File: config.mk
export PLATFORM = sky130hd
export DESIGN_NAME = flowing_water_lights
export DESIGN_NICKNAME = d
export VERILOG_FILES = /design/src/rtl/flowing_water_lights.sv
export SDC_FILE = /design/constraint.sdc
export NUM_CORES = 1
export LEC_CHECK = 0
export CORE_AREA = 2 2 76 92
export DETAILED_ROUTE_END_ITERATION = 12
export DIE_AREA = 0 0 78 94
export PLACE_DENSITY = 0.44
export RECOVER_POWER = 25
export SETUP_SLACK_MARGIN = 0.4
export SYNTH_ARGS = -nofsm -noshare
export SYNTH_HDL_FRONTEND = slang
export SYNTH_SLANG_ARGS = --single-unit
export TNS_END_PERCENT = 10
File: constraint.sdc
create_clock -name clk -period 4.6 [get_ports clk]
set_input_delay 0.92 -clock clk [delete_from_list [all_inputs] [get_ports clk]]
set_output_delay 0.92 -clock clk [all_outputs]
set_load 0.02 [all_outputs]
File: src/rtl/flowing_water_lights.sv
`default_nettype none
// ============================================================================
// Module      : flowing_water_lights
// Description : Eight-LED chaser. A single lit LED rotates left across
//               led[7:0] at a rate picked by freq_set. A debounced push-button
//               toggles between running and paused, and the chaser resumes
//               from the paused position.
// Revision    : 1.0  initial release
// ============================================================================
module flowing_water_lights #(
  parameter int unsigned DIV_00 = 16,  // cycles per step, freq_set = 2'b00
  parameter int unsigned DIV_01 = 8,   // cycles per step, freq_set = 2'b01
  parameter int unsigned DIV_10 = 4,   // cycles per step, freq_set = 2'b10
  parameter int unsigned DIV_11 = 2,   // cycles per step, freq_set = 2'b11
  parameter int unsigned CNT_W  = 24   // prescaler width, holds max(DIV)-1
) (
  input  logic       clk,
  input  logic       rst,       // asynchronous, active-low
  input  logic       button,    // debounced, asynchronous to clk
  input  logic [1:0] freq_set,  // quasi-static rate select
  output logic [7:0] led
);

  // Terminal counts: a tick fires once the prescaler reaches DIV-1.
  localparam logic [CNT_W-1:0] C_LAST_00 = CNT_W'(DIV_00 - 1);
  localparam logic [CNT_W-1:0] C_LAST_01 = CNT_W'(DIV_01 - 1);
  localparam logic [CNT_W-1:0] C_LAST_10 = CNT_W'(DIV_10 - 1);
  localparam logic [CNT_W-1:0] C_LAST_11 = CNT_W'(DIV_11 - 1);
  localparam logic [CNT_W-1:0] C_CNT_ONE = CNT_W'(1);

  typedef enum logic {
    ST_PAUSED  = 1'b0,
    ST_RUNNING = 1'b1
  } run_state_t;

  run_state_t       state;
  run_state_t       state_next;
  logic [CNT_W-1:0] cnt;
  logic [CNT_W-1:0] cnt_next;
  logic [7:0]       led_next;
  logic [CNT_W-1:0] last;
  logic             b_s1;
  logic             b_s2;
  logic             b_d;
  logic [1:0]       fs_q;
  logic             press;
  logic             fs_change;
  logic             tick;

  // Button synchroniser, edge-detect history and freq_set capture.
  always_ff @(posedge clk or negedge rst) begin
    if (!rst) begin
      b_s1 <= 1'b0;
      b_s2 <= 1'b0;
      b_d  <= 1'b0;
      fs_q <= 2'b00;
    end else begin
      b_s1 <= button;
      b_s2 <= b_s1;
      b_d  <= b_s2;
      fs_q <= freq_set;
    end
  end

  assign press     = b_s2 & ~b_d;
  assign fs_change = (freq_set != fs_q);

  // Terminal count for the currently selected rate.
  always_comb begin
    last = C_LAST_00;
    case (freq_set)
      2'b00:   last = C_LAST_00;
      2'b01:   last = C_LAST_01;
      2'b10:   last = C_LAST_10;
      2'b11:   last = C_LAST_11;
      default: last = C_LAST_00;
    endcase
  end

  // >= rather than == so that switching to a faster rate can never overrun.
  assign tick = (state == ST_RUNNING) && !fs_change && (cnt >= last);

  // Run/pause state register plus prescaler and LED registers.
  always_ff @(posedge clk or negedge rst) begin
    if (!rst) begin
      state <= ST_PAUSED;
      cnt   <= '0;
      led   <= 8'h00;
    end else begin
      state <= state_next;
      cnt   <= cnt_next;
      led   <= led_next;
    end
  end

  // Next-state logic: a press always wins over a rate change or a tick.
  always_comb begin
    state_next = state;
    cnt_next   = cnt;
    led_next   = led;
    case (state)
      ST_PAUSED: begin
        if (press) begin
          state_next = ST_RUNNING;
          cnt_next   = '0;
          // Only the very first start lights an LED; later starts resume.
          if (led == 8'h00) begin
            led_next = 8'h01;
          end
        end
      end
      ST_RUNNING: begin
        if (press) begin
          state_next = ST_PAUSED;
          // Prescaler freezes while paused; a coincident tick still clears it.
          if (tick) begin
            cnt_next = '0;
          end
        end else if (fs_change) begin
          cnt_next = '0;
        end else if (tick) begin
          cnt_next = '0;
          led_next = {led[6:0], led[7]};
        end else begin
          cnt_next = cnt + C_CNT_ONE;
        end
      end
      default: begin
        state_next = ST_PAUSED;
      end
    endcase
  end

endmodule
`default_nettype wire

# ---- Word-level counts from Yosys, hierarchy flattened
# Cells that the tools add are included.
dict set report word_totals {
  ff_bits 38
  latch_bits 0
  ramBits 0
  romBits 0
  out_inout_bits 8
  wordCells 45
  memories 0
}
dict set report op_classes {
  addsub 1
  n_mul 0
  div_mod_pow 0
  order_cmp 1
  n_eq_ne 10
  shifts 0
  n_mux 16
  bitwise 3
  reduce_logical 7
}
# op n
set ops {}
lappend ops {{two-way mux 24 bit} 5}
lappend ops {{case mux 24 bit (4 select lines)} 1}
lappend ops {{case mux 24 bit (2 select lines)} 1}
lappend ops {{two-way mux 8 bit} 5}
lappend ops {{adder 24 x 1 -> 24 bit (second input constant)} 1}
lappend ops {{>= comparator 24 bit} 1}
lappend ops {{case mux 8 bit (2 select lines)} 1}
lappend ops {{logical NOT 8 bit} 1}
lappend ops {{inequality test 2 bit (second input constant)} 4}
lappend ops {{AND reduction 5 bit} 1}
lappend ops {{equality test 2 bit (second input constant)} 2}
lappend ops {{inequality test 3 x 2 -> 1 bit (second input constant)} 1}
lappend ops {{equality test 2 x 1 -> 1 bit (second input constant)} 1}
lappend ops {{logical AND 1 bit} 2}
lappend ops {{logical NOT 2 bit} 1}
lappend ops {{two-way mux 1 bit} 2}
lappend ops {{inequality test 2 x 1 -> 1 bit (second input constant)} 1}
lappend ops {{inequality test 2 bit} 1}
lappend ops {{inverter 1 bit} 2}
lappend ops {{case mux 1 bit (2 select lines)} 1}
lappend ops {{AND reduction 2 bit} 1}
lappend ops {{AND 1 bit} 1}
lappend ops {{logical NOT 1 bit} 1}

# ---- Depth between registers and ports, before layout
dict set report depth {
  word_depth 8
  mapped_depth 8
  ltp_nobuf 7
}

# ---- Worst setup path before layout
# OpenSTA, ideal clock, no wires.
dict set report synth_timing {
  kind {input to register}
  startpoint {in freq_set[0]}
  endpoint {reg led[6]}
  arrival_ns 2.595
  required_ns 4.475
  setup_slack_ns 1.880
  cell_stages 7
  n_path_buf 0
  cell_sequence {or2_2 > ha_1 > nand2_1 > o211ai_1 > o21bai_4 > or2_2 > mux2_4}
}
dict set report synth_via {
  elab_chain_len 6
  word_cells_on_any_way 13
}
# element line
set synth_rtl {}
lappend synth_rtl {{from (decl)} 20} ;# input logic [1:0] freq_set,
lappend synth_rtl {{equality test 2 bit (tied with other cells)} 71} ;# case (freq_set)
lappend synth_rtl {{case mux 24 bit (4 select lines) / logical NOT 1 bit (equally long branches)} {71, 81}}
lappend synth_rtl {{>= comparator 24 bit / logical AND 1 bit (equally long branches)} 81} ;# assign tick = (state == ST_RUNNING) && !fs_change && (cnt >= last);
lappend synth_rtl {{logical AND 1 bit} 81}
lappend synth_rtl {{inequality test 2 x 1 -> 1 bit (no line)} -}
lappend synth_rtl {{AND reduction 5 bit (no line) (*)} -}
lappend synth_rtl {{to (signal assigned)} 92} ;# led <= led_next;
lappend synth_rtl {{to (decl)} 21} ;# output logic [7:0] led
# Mark *: on every way between the ends. The rest lies on a longest branch, timed or not. The select of a mux whose other input is x is not followed.
# A chain may end at the register's enable or synchronous reset.

# ---- Worst setup path in the final report
dict set report layout_timing {
  startpoint {in freq_set[1]}
  endpoint {reg led[6]}
}
# Same word-level chain as after synthesis.

==> impl_metrics.toml <==
[worst_setup_path]
worst_ep_required_time_ps = 4770
crit_type = "in2reg"
arrival_ps = 3470
top_fanout_value_on_the_critical_path = 16
start_kind = "input pin"
timing.critical_path.to_type = "register"

[power_and_ir_drop]
sw_frac_of_total = 0.269
power_switching_mw = 0.203
power.combinational.fraction = 0.161
cell_internal_pwr_mw = 0.552
power_density_cells_nw_per_um2 = 365
vdd_ir_max_uv = 130
share_clk_of_total_power = 0.363
total_leakage_power_nw = 0.886
sequentialPowerShare = 0.476

[final_layout]
number_of_fill_cells = 665
layout.cells.non_filler = 260
area.growth.synth_to_final_pct = 17.2
drive_above_1_share = 0.114
final_core_utilization = 0.323
antenna_cells = 0
multiInputGateArea_um2 = 757
fin_nets = 185
ff_latch_area_um2 = 951

[floorplan]
fp.dieArea_um2 = 7330
fp-row-count = 32
core_box_area_um2 = 6410
initial_core_util = 0.275
ioPinCount = 13
dieWidth_um = 78
die_h_um = 94

[yosys]
synthesis.area_per_instance_um2 = 11.1
postSynthNetCount = 170
synth_area_leader_cell = "sky130_fd_sc_hd__dfrtp_1"
ys.flop_type = "sky130_fd_sc_hd__dfrtp_1"
synth_area_leaders = "sky130_fd_sc_hd__dfrtp_1, sky130_fd_sc_hd__o21a_1, sky130_fd_sc_hd__ha_1"
synth_edf_count = 0
synth_warnings = 0
postSynth.asyncResetShare = 1.00
synth_seq_area_share = 0.539
ys_seq_elements = 38
post-synth-top-count-cell = "sky130_fd_sc_hd__dfrtp_1"
synth_cell_types = 35
postSynthCellCount = 159
mappedNetlistArea_um2 = 1760
synth_top_area_frac = 0.539
top_cells_by_count_synth = "sky130_fd_sc_hd__dfrtp_1, sky130_fd_sc_hd__o21a_1, sky130_fd_sc_hd__inv_1"

[sta]
grt_setup_unrepaired = "no"
max_freq_ghz = 0.303
timing.final.crit_share = 0.717
post_route_hold_slack_ps = 340
relSlewSlack = -0.323
fin_crit_ps = 3300
final_report_setup_violation_count = 0
tns_ps = 0
post-route-worst-setup-slack_ps = 1300
skew_ps = 11.3
report.final.slew_viol_count = 39
final_hold_viol_count = 0
timing_worst_slew_pin_value_ps = 1980

[global_route]
grt_pass1_wl_mm = 6.04
number_of_global_route_vias_before_repair = 1248
global_route.overflow_total = 0
grt_antenna_before_repair = 0
grt_max_degree = 39
groute.usage.overall = 0.106

[flow_run]
max_cap_viol_count = 1

[detailed_routing]
firstDrtPassIters = 4
drt-vias-per-instance = 4.77
detailroute.via_count = 1241
wl_per_cell_um = 13.4
ant_nets = 0
post-route-drc-count = 0
initialDrtViolationCount = 47
routed_wl_mm = 3.48

[clocking]
cts.root.buffer_cell = "sky130_fd_sc_hd__clkbuf_8"
clock_tree_from_tritoncts = "built"
clkSlewWorstSetupHoldPaths_ps = 70
htree_num_levels = 2
cts_resized = 0
post_cts.repair.setup_buffers = 0
clk-insertion-delay-late_ps = 290
cts_sinks = 38
cts_buffer_depth = 2
cts_hold_buf = 0
cts_buffers = 5

[place]
place_inst = 252
finalWeightedCongestion = 0.822
dpl_worst_slack_ps = 1110
numPortBuffers = 12
place_hpwl_mm = 2.54

[status]
failed_checks = "max-capacitance violations, max-slew violations"
run_status = "complete, but fails checks"

[worst_hold_path]
timing.hold.worst.class = "reg2reg"
==> worst max-delay path: stages <==
cell                            delay [ps]
sky130_fd_sc_hd__dlygate4sd3_1         610
sky130_fd_sc_hd__or2_2                 300
sky130_fd_sc_hd__ha_1                  290
sky130_fd_sc_hd__a211oi_1              200
sky130_fd_sc_hd__o211ai_1              200
sky130_fd_sc_hd__o21bai_4              440
sky130_fd_sc_hd__or2_2                 220
sky130_fd_sc_hd__mux2_4                290
==> path summary, 6_finish.rpt <==
kind	start	endpoint	slack, ps	cells after the start
min reg2reg	b_s1$_DFF_PN0_	b_s2$_DFF_PN0_	340	0
max	freq_set[1]	led[6]$_DFFE_PN0P_	1300	8
max in group asynchronous	rst	cnt[11]$_DFFE_PN0P_	2260	1
min in group asynchronous	rst	led[4]$_DFFE_PN0P_	1180	1
min	b_s1$_DFF_PN0_	b_s2$_DFF_PN0_	340	0
max reg2reg	cnt[3]$_DFFE_PN0P_	led[6]$_DFFE_PN0P_	2400	6
==> state kept, by name, indices dropped and copies added, names as in the netlist <==
register  flops
b_s2          1
b_s1          1
state         1
fs_q          2
led           8
cnt          24
b_d           1
==> per-layer routing <==
layer  part of all wire  global-route usage  vias up
met5                  0                   0        -
met4              0.013              0.0439        0
met3              0.032              0.0231        7
met2               0.49               0.170       18
met1               0.46               0.137      613
li1                   -                   -      603
==> placed cells by master (no fill, tap or decap), types with 2 or more instances in the layout <==
master,synthesis,final
sky130_fd_sc_hd__inv_1,9,9
sky130_fd_sc_hd__o21ai_0,4,4
sky130_fd_sc_hd__nand2_1,8,8
sky130_fd_sc_hd__dlygate4sd3_1,0,3
sky130_fd_sc_hd__nand2b_1,2,2
sky130_fd_sc_hd__nor2b_1,3,3
sky130_fd_sc_hd__mux2_2,3,3
sky130_fd_sc_hd__clkbuf_8,0,5
sky130_fd_sc_hd__dfrtp_1,38,38
sky130_fd_sc_hd__a21oi_1,8,8
sky130_fd_sc_hd__clkdlybuf4s50_1,0,8
sky130_fd_sc_hd__ha_1,6,6
sky130_fd_sc_hd__nor2_1,4,4
sky130_fd_sc_hd__or2_2,5,5
sky130_fd_sc_hd__o21a_1,11,11
sky130_fd_sc_hd__a2111oi_0,2,2
sky130_fd_sc_hd__a211oi_1,4,4
sky130_fd_sc_hd__xnor2_1,2,2
sky130_fd_sc_hd__nand3_1,7,7
sky130_fd_sc_hd__clkbuf_1,2,3
sky130_fd_sc_hd__nor3_1,3,3
sky130_fd_sc_hd__and2_1,8,8
sky130_fd_sc_hd__nand4_1,7,7
sky130_fd_sc_hd__a22o_1,3,3
sky130_fd_sc_hd__nor4_1,6,6
==> metrics by stage <==
step	cell area, µm²	total power [mW]
final	2070	0.755
after global routing	2070	0.796
after CTS	2070	0.770
after detailed placement	1960	0.492
after global placement	1960	0.490
after floorplan	1760	0.453
==> cells by family (layout without fill, tap and decap cells) <==
| kind of cell | count (synthesis) | in the layout | synth area share |
|---|---|---|---|
| simple gates | 57 | 57 | 0.182 |
| compound gates | 39 | 39 | 0.167 |
| flops | 38 | 38 | 0.539 |
| buf+inv | 13 | 29 | 0.0319 |
| fa+ha+maj | 6 | 6 | 0.0426 |
| mux | 4 | 4 | 0.0277 |
| xor+xnor | 2 | 2 | 0.00993 |
==> area by class of cell <==
| class | instances | area share |
|---|---|---|
| sequential | 38 | 0.460 |
| multi-input combinational | 108 | 0.366 |
| timing repair buffer | 12 | 0.0551 |
| tap | 85 | 0.0514 |
| clock buffer | 7 | 0.0369 |
| inverter | 9 | 0.0163 |
| clock inverter | 1 | 0.0145 |
==> power groups by stage <==
stage	clock network (mW)	registers (mW)	logic [mW]
2_1_floorplan	0	0.366	0.0870
5_1_grt	0.298	0.362	0.135
3_3_place_gp	0	0.366	0.124
4_1_cts	0.285	0.360	0.125
3_5_place_dp	0	0.366	0.125
6_report	0.274	0.360	0.121
Power figures use the tool's default switching activity.
